**config.mk**
```make
export PLATFORM = sky130hd
export DESIGN_NAME = obuf2ddr
export DESIGN_NICKNAME = d
export VERILOG_FILES = /design/src/rtl/obuf2ddr_pkg.sv /design/src/rtl/obuf2ddr.sv
export SDC_FILE = /design/constraint.sdc
export NUM_CORES = 2
export LEC_CHECK = 0
export ABC_AREA = 0
export BUFFER_PORTS_ARGS = -buffer_cell sky130_fd_sc_hd__buf_4
export CORE_ASPECT_RATIO = 1.1
export CORE_UTILIZATION = 55
export DETAILED_ROUTE_END_ITERATION = 7
export PLACE_DENSITY = 0.89
export SKIP_LAST_GASP = 1
export SYNTH_ARGS = -nofsm -noshare
export SYNTH_HDL_FRONTEND = slang
export SYNTH_SLANG_ARGS = --single-unit
```
**constraint.sdc**
```tcl
create_clock -name clk -period 3.1 [get_ports clk]
set_input_delay 0.465 -clock clk [delete_from_list [all_inputs] [get_ports clk]]
set_output_delay 0.465 -clock clk [all_outputs]
set_load 0.1 [all_outputs]
```
**src/rtl/obuf2ddr_pkg.sv**
```systemverilog
// obuf2ddr shared definitions: DDR word width, default element width,
// bit-width helper and the streamer FSM state type.
package obuf2ddr_pkg;

    localparam int DDR_W      = 512;
    localparam int DEF_DATA_W = 64;

    function automatic int bw(input int v);
        return (v <= 1) ? 1 : $clog2(v);
    endfunction

    typedef enum logic [1:0] {
        S_IDLE,
        S_RUN,
        S_FLUSH,
        S_DONE
    } state_t;

endpackage

```
**src/rtl/obuf2ddr.sv**
```systemverilog
// obuf2ddr: reads num buffer elements and packs BATCH of them per DDR word,
// streaming words out on a valid/ready channel; pulses done when finished.
module obuf2ddr
    import obuf2ddr_pkg::*;
#(
    parameter int DATA_W    = DEF_DATA_W,
    parameter int BUF_DEPTH = 256,
    parameter int ADDR_W    = bw(BUF_DEPTH)
) (
    input  logic              clk,
    input  logic              rst,
    input  logic              start,
    output logic              done,
    input  logic [7:0]        num,
    output logic [ADDR_W-1:0] buf_rd_addr,
    output logic              buf_rd_en,
    input  logic [DATA_W-1:0] buf_rd_data,
    output logic [DDR_W-1:0]  ddr_data,
    output logic              ddr_valid,
    input  logic              ddr_ready
);

    localparam int BATCH = DDR_W / DATA_W;
    localparam int CNT_W = $clog2(BATCH + 1);

    state_t             r_state;
    logic [7:0]         r_num;
    logic [8:0]         r_rd_cnt;
    logic [8:0]         r_rcv;
    logic               r_inflight;
    logic [CNT_W-1:0]   r_pack_cnt;
    logic [DDR_W-1:0]   r_pack;
    logic [DDR_W-1:0]   r_out;
    logic               r_valid;
    logic               r_done;

    logic [CNT_W-1:0]   w_m;
    logic [8:0]         w_rcv_n;
    logic [8:0]         w_num9;
    logic [DDR_W-1:0]   w_merge;
    logic               w_cmpl;
    logic               w_xfer;
    logic               w_issue;
    logic               w_fin;

    // Pack contents as they will be once this cycle's returning element lands.
    always_comb begin
        w_merge = r_pack;
        if (r_inflight) begin
            w_merge[int'(r_pack_cnt)*DATA_W +: DATA_W] = buf_rd_data;
        end
    end

    assign w_num9  = {1'b0, r_num};
    assign w_m     = r_pack_cnt + CNT_W'(r_inflight);
    assign w_rcv_n = r_rcv + 9'(r_inflight);

    // The word is complete when full or when it holds the final element;
    // folding the arriving element in lets it move to out in the same cycle.
    assign w_cmpl = (w_m != '0) &&
                    ((w_m == CNT_W'(BATCH)) || (w_rcv_n == w_num9));
    assign w_xfer = w_cmpl && (!r_valid || ddr_ready);

    // A read is allowed while its data has a free lane to land in,
    // counting the lanes freed by a transfer happening this cycle.
    assign w_issue = (r_state == S_RUN) && (r_rd_cnt < w_num9) &&
                     ((w_m < CNT_W'(BATCH)) || w_xfer);

    assign w_fin = (r_state == S_FLUSH) && (r_rcv == w_num9) &&
                   !r_inflight && (r_pack_cnt == '0) &&
                   (!r_valid || ddr_ready);

    assign buf_rd_en   = w_issue;
    assign buf_rd_addr = ADDR_W'(r_rd_cnt);
    assign ddr_data    = r_out;
    assign ddr_valid   = r_valid;
    assign done        = r_done;

    // Control FSM with read/receive counters and the done pulse.
    always_ff @(posedge clk) begin
        if (rst) begin
            r_state    <= S_IDLE;
            r_num      <= '0;
            r_rd_cnt   <= '0;
            r_rcv      <= '0;
            r_inflight <= 1'b0;
            r_done     <= 1'b0;
        end else begin
            r_done     <= 1'b0;
            r_inflight <= w_issue;
            if (r_inflight) r_rcv <= r_rcv + 9'd1;
            if (w_issue) r_rd_cnt <= r_rd_cnt + 9'd1;
            unique case (r_state)
                S_IDLE: begin
                    if (start) begin
                        r_num    <= num;
                        r_rd_cnt <= '0;
                        r_rcv    <= '0;
                        r_state  <= (num != 8'd0) ? S_RUN : S_FLUSH;
                    end
                end
                S_RUN: begin
                    if (w_issue && ((r_rd_cnt + 9'd1) == w_num9))
                        r_state <= S_FLUSH;
                end
                S_FLUSH: begin
                    if (w_fin) begin
                        r_state <= S_DONE;
                        r_done  <= 1'b1;
                    end
                end
                S_DONE: r_state <= S_IDLE;
                default: r_state <= S_IDLE;
            endcase
        end
    end

    // Pack/out double register: fill pack, hand complete words to out.
    always_ff @(posedge clk) begin
        if (rst) begin
            r_pack     <= '0;
            r_pack_cnt <= '0;
            r_out      <= '0;
            r_valid    <= 1'b0;
        end else if (w_xfer) begin
            r_out      <= w_merge;
            r_valid    <= 1'b1;
            r_pack     <= '0;
            r_pack_cnt <= '0;
        end else begin
            if (r_valid && ddr_ready) r_valid <= 1'b0;
            r_pack     <= w_merge;
            r_pack_cnt <= w_m;
        end
    end

endmodule
```
==> insert_results.sql <==
INSERT INTO impl_metrics (metric_group, metric, value, unit) VALUES
('setup_path', 'worstPathArrival', '2.57', 'ns'),
('floorplan', 'ioPinCount', '599', ''),
('floorplan', 'dieArea', '0.0702', 'sq mm'),
('synthesis', 'synthDominantCellAreaShare', '0.558', ''),
('routing', 'postRouteWirelength', '121000', 'um'),
('timing', 'setup_slack', '0.0646', 'ns'),
('timing', 'fmax', '329', 'MHz'),
('layout', 'drive_gt1_frac', '0.196', ''),
('layout', 'nNetsFinal', '4685', ''),
('synthesis', 'ys_top_cells_by_area', 'sky130_fd_sc_hd__dfxtp_1, sky130_fd_sc_hd__nor2_1, sky130_fd_sc_hd__a211oi_1', ''),
('synthesis', 'postSynth.topFlopCell', 'sky130_fd_sc_hd__dfxtp_1', ''),
('routing', 'via_per_inst', '5.94', ''),
('timing', 'maxSlewHeadroom', '0.323', ''),
('layout', 'flow.area_growth_from_synthesis', '23.4', '%'),
('timing', 'slew_viol_final', '0', ''),
('clocking', 'cts.sink_count', '1059', ''),
('global_routing', 'maximum_number_of_pins_on_one_net_before_global_route_repair', '181', ''),
('outcome', 'run_status', 'completed', ''),
('clocking', 'clk_transition_reported_paths', '0.06', 'ns'),
('timing', 'final_min_period_over_clock_period', '0.979', ''),
('place', 'numPortBuffers', '598', ''),
('synthesis', 'synth.top_cells.by_count', 'sky130_fd_sc_hd__nor2_1, sky130_fd_sc_hd__dfxtp_1, sky130_fd_sc_hd__a211oi_1, sky130_fd_sc_hd__a21oi_1, sky130_fd_sc_hd__mux2i_1', ''),
('pwr', 'p_switching', '21800', 'uW'),
('pwr', 'share_clk_of_total_power', '0.257', ''),
('worst_hold_path', 'worstHoldPathType', 'input port to register', ''),
('floorplan', 'core.rowCount', '100', ''),
('synthesis', 'synth_most_common_cell', 'sky130_fd_sc_hd__nor2_1', ''),
('timing', 'fin_crit', '3.04', 'ns'),
('synthesis', 'syn_area_per_cell', '9.17', 'sq um'),
('setup_path', 'critical_path_class', 'register to output pin', ''),
('routing', 'wire_per_inst', '21.6', 'um'),
('synthesis', 'synth_cell_type_count', '53', ''),
('synthesis', 'yosys.area.top_type', 'sky130_fd_sc_hd__dfxtp_1', ''),
('run', 'max-cap-violations', '0', ''),
('clocking', 'tritoncts', 'built', ''),
('place', 'gp_routability_congestion', '0.921', ''),
('routing', 'first_pass_iters', '5', ''),
('pwr', 'vdd_drop_max', '956', 'uV'),
('place', 'dp_worst_setup_slack', '-0.00676', 'ns'),
('setup_path', 'crit_required', '2.63', 'ns'),
('synthesis', 'portion_of_the_post_synthesis_area_used_by_sequential_elements', '0.558', ''),
('global_routing', 'grt_pass1_vias', '31400', ''),
('global_routing', 'antenna_found_initial', '9', ''),
('synthesis', 'mappedNetlistArea', '0.0380', 'sq mm'),
('floorplan', 'chipHeight', '278', 'um'),
('floorplan', 'die_width', '253', 'um'),
('setup_path', 'cp-end-kind', 'output pin', ''),
('routing', 'final_antenna_net_count', '0', ''),
('global_routing', 'gr-usage-all-layers', '0.329', ''),
('routing', 'detail_route.iter0.violations', '3272', ''),
('synthesis', 'mappedNetlistNets', '4241', ''),
('clocking', 'h-tree-depth', '3', ''),
('synthesis', 'yosysWarnings', '0', ''),
('pwr', 'seqPwrFrac', '0.342', ''),
('synthesis', 'synth-edff-count', '0', ''),
('pwr', 'power.leakage', '0.0197', 'uW'),
('floorplan', 'initial_utilization', '0.558', ''),
('pwr', 'power.switching_fraction', '0.453', ''),
('place', 'dp_cells', '5392', ''),
('synthesis', 'synthArstFlopShare', '0', ''),
('timing', 'report.final.hold_viol_count', '0', ''),
('timing', 'tightest_slew', '1.02', 'ns'),
('layout', 'fin_cells', '5591', ''),
('floorplan', 'design.core.area', '0.0681', 'sq mm'),
('setup_path', 'timing.critical_path.fanout_max', '4', ''),
('global_routing', 'overflow', '0', ''),
('clocking', 'clock_insertion_delay_worst_skew', '0.67', 'ns'),
('synthesis', 'synthesis.instances', '4143', ''),
('pwr', 'p_per_area', '1030', 'mW/mm^2'),
('routing', 'num_vias', '33200', ''),
('setup_path', 'ff2ff_path_depth', '12', '');
==> power by group through the flow <==
| stage | Clock [uW] | Combinational [uW] | Sequential (uW) |
|---|---|---|---|
| after floorplan | 0 | 4350 | 27000 |
| after global placement | 0 | 18700 | 16600 |
| after detailed placement | 0 | 19000 | 16700 |
| after CTS | 12500 | 19200 | 16400 |
| after global routing | 13100 | 20000 | 16600 |
| final | 12400 | 19300 | 16500 |
==> path summary, 6_finish.rpt <==
path / from / slack [ns] / end
worst min-delay path: num[4] / 0.07 / r_num[4]
worst min register to register: r_pack[233] / 0.48 / r_pack[233]
worst max register to register: r_inflight / 0.13 / ddr_data[101]
worst max-delay path: r_rcv[0] / 0.06 / buf_rd_en
==> registers in the layout (all words and copies together), names as in the netlist <==
signal and count:
r_inflight 1, done 1, r_num 8, ddr_data 512, r_pack 512, ddr_valid 1, r_state 2, r_rcv 9
r_rd_cnt 9, r_pack_cnt 4
==> metal layers <==
layer,vias to the layer above,GRT usage,wire length [um]
met1,15800,0.423,46900
met2,1951,0.502,54000
met3,373,0.0864,13500
li1,15100,-,-
met4,0,0.183,6260
met5,-,0,0
==> kinds of logic (layout without fill, tap and decap cells) <==
| logic type | after synthesis | count (layout) | synth area share |
|---|---|---|---|
| simple gates | 1560 | 1560 | 0.172 |
| flops | 1059 | 1059 | 0.558 |
| compound gates | 891 | 891 | 0.153 |
| buf+inv | 385 | 909 | 0.0512 |
| mux | 193 | 193 | 0.0508 |
| xor+xnor | 33 | 33 | 0.00760 |
| fa+ha+maj | 22 | 22 | 0.00724 |
| other cells | 0 | 6 | 0 |
==> what timing repair did <==
action	in CTS	in global routing
gates resized for setup	18	18
buffers inserted	2	9
cloned	0	1
pin swaps	5	9
hold buffers	0	0
setup endpoints to repair	16	165
==> placed cells by master (no fill, tap or decap), drive strengths merged, types with 7 or more instances in the layout <==
cell type  count
a211oi       517
a21oi        341
and2           7
and3         179
buf          709
bufinv         8
clkbuf       138
clkinv        26
dfxtp       1059
ha            22
inv           22
mux2i        193
nand2         95
nand2b         8
nand3         19
nand4         10
nor2        1194
nor3          18
o21ai         13
or3            9
xnor2         17
xor2          16
==> cell type report <==
cell class | instances | area (sq um)
inverter | 18 | 67.6
sequential | 1059 | 21200
multi-input combinational | 2699 | 15000
clock buffer | 137 | 2810
timing repair buffer | 710 | 6060
fill | 4767 | 21200
clock inverter | 44 | 531
antenna | 6 | 15.0
tap | 918 | 1150
==> critical path, cell delays in order (launching register included) <==
cell and delay [ns]:
sky130_fd_sc_hd__dfxtp_4 0.35, sky130_fd_sc_hd__ha_2 0.20, sky130_fd_sc_hd__ha_4 0.17, sky130_fd_sc_hd__and2_1 0.18
sky130_fd_sc_hd__a211o_1 0.30, sky130_fd_sc_hd__a31o_2 0.20, sky130_fd_sc_hd__o2111ai_2 0.10, sky130_fd_sc_hd__a21o_1 0.19
sky130_fd_sc_hd__inv_2 0.07, sky130_fd_sc_hd__buf_12 0.16
==> through the flow <==
step                      total power (uW)  hold slack (ns)  setup TNS [ns]  area, sq um
after floorplan                      31300            0.445               0        38000
final                                48100           0.0653               0        46900
after global placement               35400            0.454               0        43300
after global routing                 49600           0.0595         -0.0147        46900
after detailed placement             35700            0.463         -0.0122        43300
after CTS                            48000           0.0318               0        46700
(Power assumes the default switching activity.)
